--- src/rtl/interp_rate_ctrl_if.sv ---
`default_nettype none
// ============================================================================
// Module      : interp_rate_ctrl_if
// Description : Configuration handshake bundle for the interpolator rate
//               controller. It carries the target step and slew limit with a
//               valid/ready pair.
// Revision    : 1.0 - initial release
// ============================================================================
interface interp_rate_ctrl_if #(
    parameter int CTRBITS  = 32,
    parameter int SLEWBITS = 16
);
    logic                cfg_valid;
    logic                cfg_ready;
    logic [CTRBITS-1:0]  cfg_step;
    logic [SLEWBITS-1:0] cfg_slew;

    // Side that offers a new configuration
    modport master (
        output cfg_valid,
        output cfg_step,
        output cfg_slew,
        input  cfg_ready
    );

    // Side that accepts a configuration (the rate controller)
    modport slave (
        input  cfg_valid,
        input  cfg_step,
        input  cfg_slew,
        output cfg_ready
    );
endinterface
`default_nettype wire

--- src/rtl/interp_rate_ctrl.sv ---
`default_nettype none
// ============================================================================
// Module      : interp_rate_ctrl
// Description : Slew-limited phase-step controller for the nearest-neighbour
//               interpolator. It moves the live step toward the configured
//               target by at most r_slew per accepted input sample. It also
//               re-times the sample strobe so that every o_ce pulse carries
//               the step computed for that sample.
// Revision    : 1.0 - initial release
// ============================================================================
module interp_rate_ctrl #(
    parameter int CTRBITS  = 32,
    parameter int SLEWBITS = 16
) (
    input  wire logic               i_clk,
    input  wire logic               i_areset_n,
    input  wire logic               i_enable,
    input  wire logic               i_ce,
    interp_rate_ctrl_if.slave       cfg,
    output logic                    o_ce,
    output logic [CTRBITS-1:0]      o_step,
    output logic                    o_locked
);

    typedef enum logic [1:0] {
        ST_IDLE = 2'd0,
        ST_RAMP = 2'd1,
        ST_RUN  = 2'd2
    } state_t;

    state_t              r_state;
    logic [CTRBITS-1:0]  r_step;
    logic [CTRBITS-1:0]  r_target;
    logic [SLEWBITS-1:0] r_slew;
    logic                r_ce;
    logic                r_locked;
    logic                r_cfg_ready;

    logic                w_accept;
    logic                w_up;
    logic [CTRBITS-1:0]  w_slew_ext;
    logic [CTRBITS-1:0]  w_dist;
    logic                w_clamp;
    state_t              w_next_state;
    logic [CTRBITS-1:0]  w_next_step;

    // The ready output is a registered copy of (state != RAMP). Because of
    // that, a retarget cannot land in the middle of a ramp.
    assign w_accept      = cfg.cfg_valid & r_cfg_ready;
    assign cfg.cfg_ready = r_cfg_ready;
    assign o_ce          = r_ce;
    assign o_step        = r_step;
    assign o_locked      = r_locked;

    // Distance to the target and the clamp decision. The clamp means the
    // modulo arithmetic can never step past or wrap around the target.
    always_comb begin
        w_slew_ext = CTRBITS'(r_slew);
        w_up       = (r_target > r_step);
        w_dist     = w_up ? (r_target - r_step) : (r_step - r_target);
        w_clamp    = (r_slew == '0) || (w_dist <= w_slew_ext);
    end

    // Next-state and next-step selection
    always_comb begin
        w_next_state = r_state;
        w_next_step  = r_step;
        if (!i_enable) begin
            // Disabled: freeze the step and park the FSM in IDLE. A partial
            // ramp resumes from the frozen step once the block is re-enabled.
            w_next_state = ST_IDLE;
        end else begin
            case (r_state)
                ST_IDLE: begin
                    // A config taken here only loads the registers. The
                    // target compare happens on the following cycle.
                    if (!w_accept) begin
                        w_next_state = (r_step == r_target) ? ST_RUN : ST_RAMP;
                    end
                end
                ST_RUN: begin
                    if (w_accept && (cfg.cfg_step != r_step)) begin
                        w_next_state = ST_RAMP;
                    end
                end
                ST_RAMP: begin
                    if (i_ce) begin
                        if (w_clamp) begin
                            w_next_step  = r_target;
                            w_next_state = ST_RUN;
                        end else if (w_up) begin
                            w_next_step  = r_step + w_slew_ext;
                        end else begin
                            w_next_step  = r_step - w_slew_ext;
                        end
                    end
                end
                default: begin
                    w_next_state = ST_IDLE;
                end
            endcase
        end
    end

    // State, configuration and registered outputs
    always_ff @(posedge i_clk or negedge i_areset_n) begin
        if (!i_areset_n) begin
            r_state     <= ST_IDLE;
            r_step      <= '0;
            r_target    <= '0;
            r_slew      <= '0;
            r_ce        <= 1'b0;
            r_locked    <= 1'b0;
            r_cfg_ready <= 1'b1;
        end else begin
            r_state     <= w_next_state;
            r_step      <= w_next_step;
            if (w_accept) begin
                r_target <= cfg.cfg_step;
                r_slew   <= cfg.cfg_slew;
            end
            r_ce        <= i_ce & i_enable & (r_state != ST_IDLE);
            r_locked    <= i_enable &
                           ((r_state == ST_RUN) || (w_next_state == ST_RUN));
            r_cfg_ready <= (w_next_state != ST_RAMP);
        end
    end

endmodule
`default_nettype wire

--- src/flat_wrapper.sv ---
// flat-port wrapper written by rule: the top's interface ports become plain ports
module interp_rate_ctrl_flat 
#(
    parameter int CTRBITS  = 32,
    parameter int SLEWBITS = 16
)
  (i_clk, i_areset_n, i_enable, i_ce, o_ce, o_step, o_locked, cfg_cfg_valid, cfg_cfg_step, cfg_cfg_slew, cfg_cfg_ready);
  interp_rate_ctrl_if #(.CTRBITS(CTRBITS), .SLEWBITS(SLEWBITS)) cfg_i ();
  input  wire logic i_clk;
  input  wire logic i_areset_n;
  input  wire logic i_enable;
  input  wire logic i_ce;
  output logic o_ce;
  output logic [CTRBITS-1:0] o_step;
  output logic o_locked;
  input wire logic [$bits(cfg_i.cfg_valid)-1:0] cfg_cfg_valid;
  input wire logic [$bits(cfg_i.cfg_step)-1:0] cfg_cfg_step;
  input wire logic [$bits(cfg_i.cfg_slew)-1:0] cfg_cfg_slew;
  output wire logic [$bits(cfg_i.cfg_ready)-1:0] cfg_cfg_ready;
  assign cfg_i.cfg_valid = cfg_cfg_valid;
  assign cfg_i.cfg_step = cfg_cfg_step;
  assign cfg_i.cfg_slew = cfg_cfg_slew;
  assign cfg_cfg_ready = cfg_i.cfg_ready;
  interp_rate_ctrl #(.CTRBITS(CTRBITS), .SLEWBITS(SLEWBITS)) u_core (.i_clk(i_clk), .i_areset_n(i_areset_n), .i_enable(i_enable), .i_ce(i_ce), .cfg(cfg_i), .o_ce(o_ce), .o_step(o_step), .o_locked(o_locked));
endmodule
--- config.mk ---
export PLATFORM = sky130hd
export DESIGN_NAME = interp_rate_ctrl_flat
export DESIGN_NICKNAME = d
export VERILOG_FILES = /design/src/rtl/interp_rate_ctrl_if.sv /design/src/rtl/interp_rate_ctrl.sv /design/src/flat_wrapper.sv
export SDC_FILE = /design/constraint.sdc
export NUM_CORES = 1
export LEC_CHECK = 0
export CORE_UTILIZATION = 66
export CTS_BUF_LIST = sky130_fd_sc_hd__clkbuf_2
export CTS_CLUSTER_DIAMETER = 150
export DETAILED_ROUTE_END_ITERATION = 12
export PLACE_DENSITY = 0.95
export SYNTH_ARGS = -nofsm -noshare
export SYNTH_HDL_FRONTEND = slang
export SYNTH_SLANG_ARGS = --single-unit
--- constraint.sdc ---
create_clock -name i_clk -period 15.8 [get_ports i_clk]
set_input_delay 4.74 -clock i_clk [delete_from_list [all_inputs] [get_ports i_clk]]
set_output_delay 4.74 -clock i_clk [all_outputs]
set_load 0.1 [all_outputs]
==> impl_metrics.toml <==
[clock_tree]
post_cts_resized = 0
htree_levels = 3
cts_hold_buffers = 0
tritoncts = "yes"
cts.clk_slew.worst_paths_ns = 0.23
cts_buffers = 9
clk_path_buf_depth = 2
cts_setup_buffers = 0
clock_sinks = 85
worstSkewPairLatency_ns = 0.56
clock-root-buffer = "clkbuf_2"

[grt]
track_usage_pct = 42.58
grt_pass1_vias = 9900
grt_max_degree = 60
grt_overflow = 0
grt_first_pass_wirelength_mm = 52.00
antenna_found_initial = 1

[placed_design]
place.gp.congestion = 0.9970
portBuffers = 87
hpwl_mm = 25.73

[synthesis]
synth.distinct_cells = 75
yosys_warnings = 0
postSynth.asyncResetShare_pct = 100.0
ys_ff_latch = 85
syn_area_per_cell_um2 = 8.054
synthesis.area_um2 = 9963
ys_seq_area_share_pct = 21.36
synth_ff_type = "dfrtp_1"
synth_edf_count = 0
syn_inst = 1237
synth.net_count = 1405

[sta]
finClkSkew_ns = 0.03578
rsz0062_at_grt = "false"
clock.fmax_ghz = 0.1389
setup_tns_ns = 0
worst_pin_slew_ns = 1.231
min_period_over_period_pct = 45.55
timing_max_transition_violations_final = 0
period_minus_slack_ns = 7.197
relSlewSlack_pct = 17.96
finalHoldViolations = 0
setup_viol = 0

[critical_path]
cp-endpoint = "o_step[1]"
critPathLaunchType = "flip-flop"
cp-end-kind = "output pin"
path_max_fanout = 8
crit_family = "buffers and inverters"
crit_slowest_cell = "clkdlybuf4s50_1"
timing.rr.start = "u_core.o_step[24]"
r2r_slack_ns = 8.68
cp_num_buf_inv = 1
path_cells = "clkdlybuf4s50_1"
r2r_end = "u_core.o_step[11]"
critPathMaxStageDelay_ns = 1.23
crit_cells = 1
worstPathRequired_ns = 11.06
path_class = "flip-flop to output pin"
cp-startpoint = "u_core.o_step[1]"
reg2reg_depth = 22
arrival_ns = 2.46

[hold_path]
hp-class = "flip-flop to flip-flop"

[cells_and_area]
drive_above_1_share_pct = 7.204
areaGrowthSynthToFinish_pct = 10.54
layout_common_cells = "112 x ha_1, 111 x a21oi_1, 101 x inv_1, 100 x nand2_1, 86 x clkdlybuf4s50_1"
nets = 1454
fill_cells = 1013
final_common_cell = "ha_1"

[run_status]
outcome = "finished, violations left"
violations = "design-rule violations"

[die]
io_pins = 88
fp.dieH_um = 124.9
start_util_pct = 68.04
num_rows = 44
core_area_um2 = 14640
die_w_um = 124.9
dieArea_um2 = 15590

[drt]
wl_per_cell_um = 22.53
viasPerCell = 7.022
drc = 2
routed_wl_mm = 33.25
vias = 10370
ant_nets = 0
drtIter0Drc = 1610
first_pass_iters = 10

[job]
cap_violations = 0
[cell usage after synthesis (4+ instances only)]
master,n,share of area (%)
o21bai_1,13,0.98
o211ai_1,7,0.53
mux2_2,49,5.5
nor2_1,74,2.8
ha_1,112,14
mux2i_1,9,0.90
buf_1,4,0.15
nand4_1,25,1.6
a211oi_1,24,1.8
nor4_1,18,1.1
dfrtp_1,84,21
o21a_1,14,1.1
and3_1,8,0.50
clkbuf_1,23,0.87
nor2b_1,6,0.38
o21ai_0,63,3.2
a21boi_0,5,0.38
xor2_1,53,4.7
o31ai_1,14,1.1
o2111ai_1,5,0.44
a21o_1,29,2.2
a21oi_1,111,5.6
and2_1,11,0.69
or3_1,7,0.44
buf_2,23,1.2
o221ai_1,10,0.88
a31oi_1,8,0.50
nor3_1,35,1.8
a22oi_1,9,0.68
nand2b_1,15,0.94
inv_1,101,3.8
or4_1,4,0.30
xnor2_1,40,3.5
a221oi_1,13,1.1
a211o_1,4,0.35
nand3_1,27,1.4
a221o_1,6,0.60
nand2_1,101,3.8
a311oi_1,5,0.44
[metal layers]
layer  GRT usage, %  share of wire, %  up-vias  routed length [um]
met5              0                 0        -                   0
li1               -                 -     4624                   -
met3          7.689                12      165                4009
met1          56.26                38     4833               12770
met2          67.12                44      743               14710
met4          21.02               5.3        0                1760
[per-stage QoR]
stage               instances  instance area (um2)  setup slack (ns)  util [%]  hold WS (ns)
detailed placement       1459                10850             8.356     74.10        0.5011
global route             1476                11010             8.400     75.21        0.5713
CTS                      1475                11010             8.604     75.19        0.5521
global placement         1459                10850             8.446     74.10        0.4904
finish                   1476                11010             8.603     75.21        0.5482
floorplan                1237                 9963             9.604         -        0.4794
[sequential cells by signal, indices dropped and copies added, names as in the netlist]
register,flops
u_core.r_target,32
u_core.o_ce,1
u_core.cfg.cfg_ready,1
u_core.r_state,2
u_core.o_locked,1
u_core.r_slew,16
u_core.o_step,32
[logic make-up (layout without fill, tap and decap cells)]
group	count (synthesis)	count (layout)	share of synthesized area (%)
multiplexers	58	58	6.442
flip-flops	85	85	21.36
buffers and inverters	158	212	6.555
adder cells (fa/ha/maj)	115	115	14.67
AO/OA/AOI/OAI	380	380	25.56
AND/OR/NAND/NOR	348	348	17.24
XOR/XNOR	93	93	8.175
other	0	1	0
[worst min-delay path by stage]
| stage | start | end | cells after the start |
|---|---|---|---|
| floorplan | u_core.r_slew[10] | u_core.r_slew[10] | 1 |
| global placement | u_core.r_slew[10] | u_core.r_slew[10] | 1 |
| detailed placement | u_core.r_slew[10] | u_core.r_slew[10] | 1 |
| finish | u_core.r_slew[10] | u_core.r_slew[10] | 1 |
| global route | u_core.r_slew[10] | u_core.r_slew[10] | 1 |
| CTS | u_core.r_slew[10] | u_core.r_slew[10] | 1 |
[cell type report]
cell class                      instances  area (um2)  area share, %
Inverter                              102       382.9          3.476
Clock buffer                            9       45.04         0.4090
Tap cell                              184       230.2          2.090
Timing Repair Buffer                   94       920.9          8.362
Clock inverter                          7       113.9          1.034
Antenna cell                            1       2.502        0.02272
Multi-Input combinational cell        994        7189          65.28
Sequential cell                        85        2128          19.33
Power is not shown: default switching activity piles up to over one toggle a cycle in this logic, so the estimate is an artifact.
